--- src/rtl/spi_slave_rx_frontend.sv ---
// SPI slave receive front-end: synchronises raw SPI pins, detects the sampling edge and
// assembles MSB-first words with a valid strobe and a mid-word chip-select error flag.
module spi_slave_rx_frontend #(
  parameter int unsigned DATA_W      = 8,
  parameter int unsigned CPOL        = 0,
  parameter int unsigned SYNC_STAGES = 2
) (
  input  logic                      clk,
  input  logic                      reset,
  input  logic                      sclk_raw,
  input  logic                      mosi_raw,
  input  logic                      cs_raw,
  output logic                      cs,
  output logic                      sample,
  output logic                      in,
  output logic [DATA_W-1:0]         rx_byte,
  output logic                      rx_valid,
  output logic                      frame_err,
  output logic [$clog2(DATA_W):0]   bit_cnt
);

  localparam int unsigned CntW         = $clog2(DATA_W) + 1;
  localparam logic        IdleLvl      = (CPOL != 0);
  localparam logic [2:0]  ResyncCycles = 3'(SYNC_STAGES + 1);

  localparam logic [1:0] StResync = 2'd0;
  localparam logic [1:0] StIdle   = 2'd1;
  localparam logic [1:0] StShift  = 2'd2;

  logic [SYNC_STAGES-1:0] sclk_sync_q, mosi_sync_q, cs_sync_q;
  logic                   sclk_dly_q;
  logic                   sclk_s, mosi_s, cs_s, edge_det, word_done;

  logic [1:0]        state_q, state_d;
  logic [2:0]        rs_cnt_q, rs_cnt_d;
  logic [DATA_W-1:0] shift_q, shift_d;
  logic [CntW-1:0]   bit_cnt_q, bit_cnt_d;
  logic              cs_q, cs_d;
  logic              sample_q, sample_d;
  logic              in_q, in_d;
  logic [DATA_W-1:0] rx_byte_q, rx_byte_d;
  logic              rx_valid_q, rx_valid_d;
  logic              frame_err_q, frame_err_d;

  assign sclk_s    = sclk_sync_q[SYNC_STAGES-1];
  assign mosi_s    = mosi_sync_q[SYNC_STAGES-1];
  assign cs_s      = cs_sync_q[SYNC_STAGES-1];
  assign edge_det  = IdleLvl ? (~sclk_s & sclk_dly_q) : (sclk_s & ~sclk_dly_q);
  assign word_done = (bit_cnt_q == CntW'(DATA_W));

  always_comb begin
    state_d     = state_q;
    rs_cnt_d    = rs_cnt_q;
    shift_d     = shift_q;
    bit_cnt_d   = bit_cnt_q;
    sample_d    = 1'b0;
    in_d        = in_q;
    rx_byte_d   = rx_byte_q;
    rx_valid_d  = 1'b0;
    frame_err_d = 1'b0;
    case (state_q)
      StResync: begin
        bit_cnt_d = '0;
        // Wait out the synchroniser fill, then for any frame in flight at reset to end.
        if (rs_cnt_q != ResyncCycles) begin
          rs_cnt_d = rs_cnt_q + 3'd1;
        end else if (cs_s) begin
          state_d = StIdle;
        end
      end
      StIdle: begin
        bit_cnt_d = '0;
        if (!cs_s) state_d = StShift;
      end
      StShift: begin
        if (word_done) begin
          rx_byte_d  = shift_q;
          rx_valid_d = 1'b1;
          bit_cnt_d  = '0;
        end
        // Deselect beats a coincident sampling edge; a just-completed word still counts.
        if (cs_s) begin
          state_d   = StIdle;
          bit_cnt_d = '0;
          if (!word_done && (bit_cnt_q != '0)) frame_err_d = 1'b1;
        end else if (edge_det) begin
          sample_d  = 1'b1;
          in_d      = mosi_s;
          shift_d   = {shift_q[DATA_W-2:0], mosi_s};
          bit_cnt_d = (word_done ? '0 : bit_cnt_q) + CntW'(1);
        end
      end
      default: state_d = StResync;
    endcase
    cs_d = (state_d != StShift);
  end

  always_ff @(posedge clk) begin
    if (reset) begin
      sclk_sync_q <= {SYNC_STAGES{IdleLvl}};
      mosi_sync_q <= '0;
      cs_sync_q   <= '1;
      sclk_dly_q  <= IdleLvl;
      state_q     <= StResync;
      rs_cnt_q    <= '0;
      shift_q     <= '0;
      bit_cnt_q   <= '0;
      cs_q        <= 1'b1;
      sample_q    <= 1'b0;
      in_q        <= 1'b0;
      rx_byte_q   <= '0;
      rx_valid_q  <= 1'b0;
      frame_err_q <= 1'b0;
    end else begin
      sclk_sync_q <= {sclk_sync_q[SYNC_STAGES-2:0], sclk_raw};
      mosi_sync_q <= {mosi_sync_q[SYNC_STAGES-2:0], mosi_raw};
      cs_sync_q   <= {cs_sync_q[SYNC_STAGES-2:0], cs_raw};
      sclk_dly_q  <= sclk_s;
      state_q     <= state_d;
      rs_cnt_q    <= rs_cnt_d;
      shift_q     <= shift_d;
      bit_cnt_q   <= bit_cnt_d;
      cs_q        <= cs_d;
      sample_q    <= sample_d;
      in_q        <= in_d;
      rx_byte_q   <= rx_byte_d;
      rx_valid_q  <= rx_valid_d;
      frame_err_q <= frame_err_d;
    end
  end

  assign cs        = cs_q;
  assign sample    = sample_q;
  assign in        = in_q;
  assign rx_byte   = rx_byte_q;
  assign rx_valid  = rx_valid_q;
  assign frame_err = frame_err_q;
  assign bit_cnt   = bit_cnt_q;

endmodule

--- config.mk ---
export PLATFORM = sky130hd
export DESIGN_NAME = spi_slave_rx_frontend
export DESIGN_NICKNAME = d
export VERILOG_FILES = /design/src/rtl/spi_slave_rx_frontend.sv
export SDC_FILE = /design/constraint.sdc
export NUM_CORES = 1
export LEC_CHECK = 0
export BUFFER_PORTS_ARGS = -buffer_cell sky130_fd_sc_hd__buf_2
export CAP_MARGIN = 20
export CORE_ASPECT_RATIO = 2
export CORE_MARGIN = 2
export CORE_UTILIZATION = 48
export DETAILED_ROUTE_END_ITERATION = 7
export PLACE_DENSITY = 0.71
export SLEW_MARGIN = 20
export SYNTH_ARGS = -nofsm -noshare
export SYNTH_HDL_FRONTEND = slang
export SYNTH_SLANG_ARGS = --single-unit
--- constraint.sdc ---
create_clock -name clk -period 1.3 [get_ports clk]
set_clock_uncertainty 0.1 [all_clocks]
set_input_delay 0 -clock clk [delete_from_list [all_inputs] [get_ports clk]]
set_output_delay 0 -clock clk [all_outputs]
set_load 0.05 [all_outputs]
==> flow_summary.ini <==
[sta]
grt_setup_unrepaired = true
slew_headroom = 0.608
setup_ws_ps = -59.3
fmax_mhz = 736
period_minus_slack_ps = 1360
worst_pin_slew_ps = 588
finalCritPeriodShare = 1.05
setup_viol_count_final = 11
slew_violations = 0
setup_tns_ps = -362
timing.final.hold_violations = 0

[detailed_routing]
vias_per_cell = 5.29
first_pass_iters = 4
drc = 0
dr.first_iter.drc_count = 21
wire_per_inst_um = 13.7
vias = 1031
ant_nets = 0
drt-total-wl_um = 2670

[placement]
dpl.hpwl_um = 1800
pre_cts_ws_ps = -128
placedCellCount = 180
io_buffer_count = 21
place.gp.congestion = 0.716
placed_area_sq_mm = 0.00156

[cts]
clock-sinks = 36
clock_latency_ps = 280
root_buffer = clkbuf_8
cts_buffers = 5
clkTransAtPathRegs_ps = 70
clockBufferDepth = 2
cts_tree = done
ctsHtreeMaxLevel = 2

[global_route]
first_global_vias = 954
grt_use_met3 = 0.0537
grt_max_degree = 36
grt_pass1_wl_um = 4260
antenna_found_initial = 0
grt_usage = 0.194
busiest_layer = met2
grt_overflow = 0
grt_util_met2 = 0.319
grtUsageMet1 = 0.207

[pwr]
p_switching_w = 0.000555
p_int_w = 0.00182
swShare = 0.234
power.leakage_nw = 0.791
ir_worst_vdd_uv = 1290
p_per_area_mw_per_mm2 = 1360
clockPowerShare = 0.364
combPwrFrac = 0.130
seq_power_share = 0.506

[worst_hold_path]
hp-class = input port to flip-flop
hold_path_depth = 2
hold_start = reset
whs_endpoint = rx_byte[2]

[outcome]
violations = setup timing
status = finished with violations

[floorplanning]
dieArea_sq_mm = 0.00325
start_util = 0.494
row_count = 27
ioPinCount = 22
core_sq_mm = 0.00270
die_h_um = 78.6
die_w_um = 41.3

[worst_setup_path]
required_ps = 1350
end_kind = flip-flop
crit_path_start_kind = flip-flop
r2r_slack_ps = -60
r2r_cells = 4
cp_max_fo = 5
crit_type = flip-flop to flip-flop
r2r-start = bit_cnt[2]
arrival_ps = 1410
r2r_end = rx_byte[2]

[finish]
instances_no_fill = 195
area_delta_synth_final_pct = 30.1
nets = 173
fill_cells = 223
final_area_sq_mm = 0.00174
n_antenna_cell = 0
final_util = 0.644
drive_gt1_frac = 0.349

[yosys]
ys.flop_type = dfxtp_1
synth_top_family_by_area = simple AND/OR/NAND/NOR gates
synthDistinctLibCells = 32
synth-xor-area-share = 0.0131
async_reset_ff_frac = 0
synth_edf_count = 0
synth_area_per_cell_sq_um = 10.4
synth_seq_area_share = 0.539
synth_seq_cells = 36
synth_nets = 136
synthMuxAreaShare = 0.127
syn_area_sq_mm = 0.00134
synth_compound_area_frac = 0.0478
synth_cells = 128
synth_fa_ha_area_frac = 0.0281
yosysWarnings = 0
synth-simple-area-share = 0.187

[run]
maxCapViolCount = 0
power groups by stage:
stage | Combinational (W) | Sequential [W] | Clock, W
2_1_floorplan | 0.000200 | 0.00122 | 0
3_3_place_gp | 0.000253 | 0.00122 | 0
3_5_place_dp | 0.000284 | 0.00122 | 0
4_1_cts | 0.000311 | 0.00120 | 0.000893
5_1_grt | 0.000342 | 0.00120 | 0.000944
6_report | 0.000308 | 0.00120 | 0.000863
cell usage in the layout, fill, tap and decap left out, types with 2 or more instances in the layout:
cell type | synthesis | final
dfxtp_1 | 36 | 29
nor2_1 | 22 | 22
buf_2 | 2 | 21
mux2i_1 | 17 | 17
buf_4 | 1 | 12
nor2b_1 | 6 | 6
inv_1 | 5 | 5
clkbuf_8 | 0 | 5
dfxtp_2 | 0 | 4
a21oi_1 | 3 | 3
dfxtp_4 | 0 | 3
dlygate4sd3_1 | 0 | 3
or2_2 | 2 | 2
xnor2_1 | 2 | 2
or3_1 | 2 | 2
nor3_4 | 0 | 2
nand2b_1 | 2 | 2
and4_4 | 1 | 2
o21ai_0 | 3 | 2
ha_4 | 0 | 2
what timing repair did:
| action | CTS | global route |
|---|---|---|
| gates cloned | 1 | 0 |
| setup buffers | 1 | 2 |
| pin swaps | 7 | 2 |
| endpoints found under the hold margin | 3 | 0 |
| setup endpoints to repair | 18 | 23 |
| hold buffers | 3 | 0 |
| gates resized for setup | 1 | 5 |
cells in the mapped netlist (all sizes together), types with 3 or more instances:
library cell	count	area, sq um
ha	3	37.5
o21ai	3	15.0
inv	5	18.8
buf	4	37.5
a21oi	3	15.0
clkbuf	3	11.3
nor3	4	30.0
nor2	22	82.6
nor2b	6	37.5
mux2i	17	170
dfxtp	36	721
worst max-delay path, stage by stage, from the launching register on:
cell	delay, ps
dfxtp_4	350
nor3_4	220
and4_4	310
mux2i_1	210
nor2_1	50
how the worst max path moves through the flow:
stage / start / to / cells past startpoint
after floorplan: bit_cnt[2] / rx_byte[3] / 5
after global placement: rs_cnt_q[1] / rs_cnt_q[1] / 5
after detailed placement: rs_cnt_q[1] / rs_cnt_q[1] / 5
after CTS: bit_cnt[2] / rx_byte[2] / 4
after global routing: bit_cnt[2] / rx_byte[3] / 4
final: bit_cnt[2] / rx_byte[2] / 4
final cells by class:
cell class | instances | area, sq um | share of cell area
clock buffer | 7 | 97.6 | 0.0561
clock inverter | 1 | 5.00 | 0.00288
inverter | 5 | 18.8 | 0.0108
multi-input combinational | 80 | 599 | 0.345
sequential | 36 | 737 | 0.424
tap | 29 | 36.3 | 0.0209
timing repair buffer | 37 | 245 | 0.141
through the flow:
| stage | total power (W) | hold slack (ps) |
|---|---|---|
| after floorplan | 0.00142 | -11.3 |
| after global placement | 0.00148 | 85.0 |
| after detailed placement | 0.00151 | 96.7 |
| after CTS | 0.00240 | 93.8 |
| after global routing | 0.00249 | 121 |
| final | 0.00237 | 114 |
metal layers:
metal / part of all wire / vias to the layer above
li1: - / 510
met4: 0.013 / 0
met2: 0.56 / 21
met3: 0.039 / 5
met1: 0.38 / 495
met5: 0 / -
registers in the layout, summed over array words and instances (netlist names):
register     count
sclk_sync_q      2
frame_err        1
cs               1
state_q          2
sample           1
rx_valid         1
bit_cnt          4
mosi_sync_q      2
sclk_dly_q       1
shift_q          8
cs_sync_q        2
rx_byte          8
rs_cnt_q         3
cells by family (layout without fill, tap and decap cells):
kind of cell    count (synthesis)  in the layout
mux                            17             17
flops                          36             36
buf+inv                        13             50
simple gates                   47             48
fa+ha+maj                       3              3
compound gates                 10             10
xor+xnor                        2              2
Power figures use the tool's default switching activity.
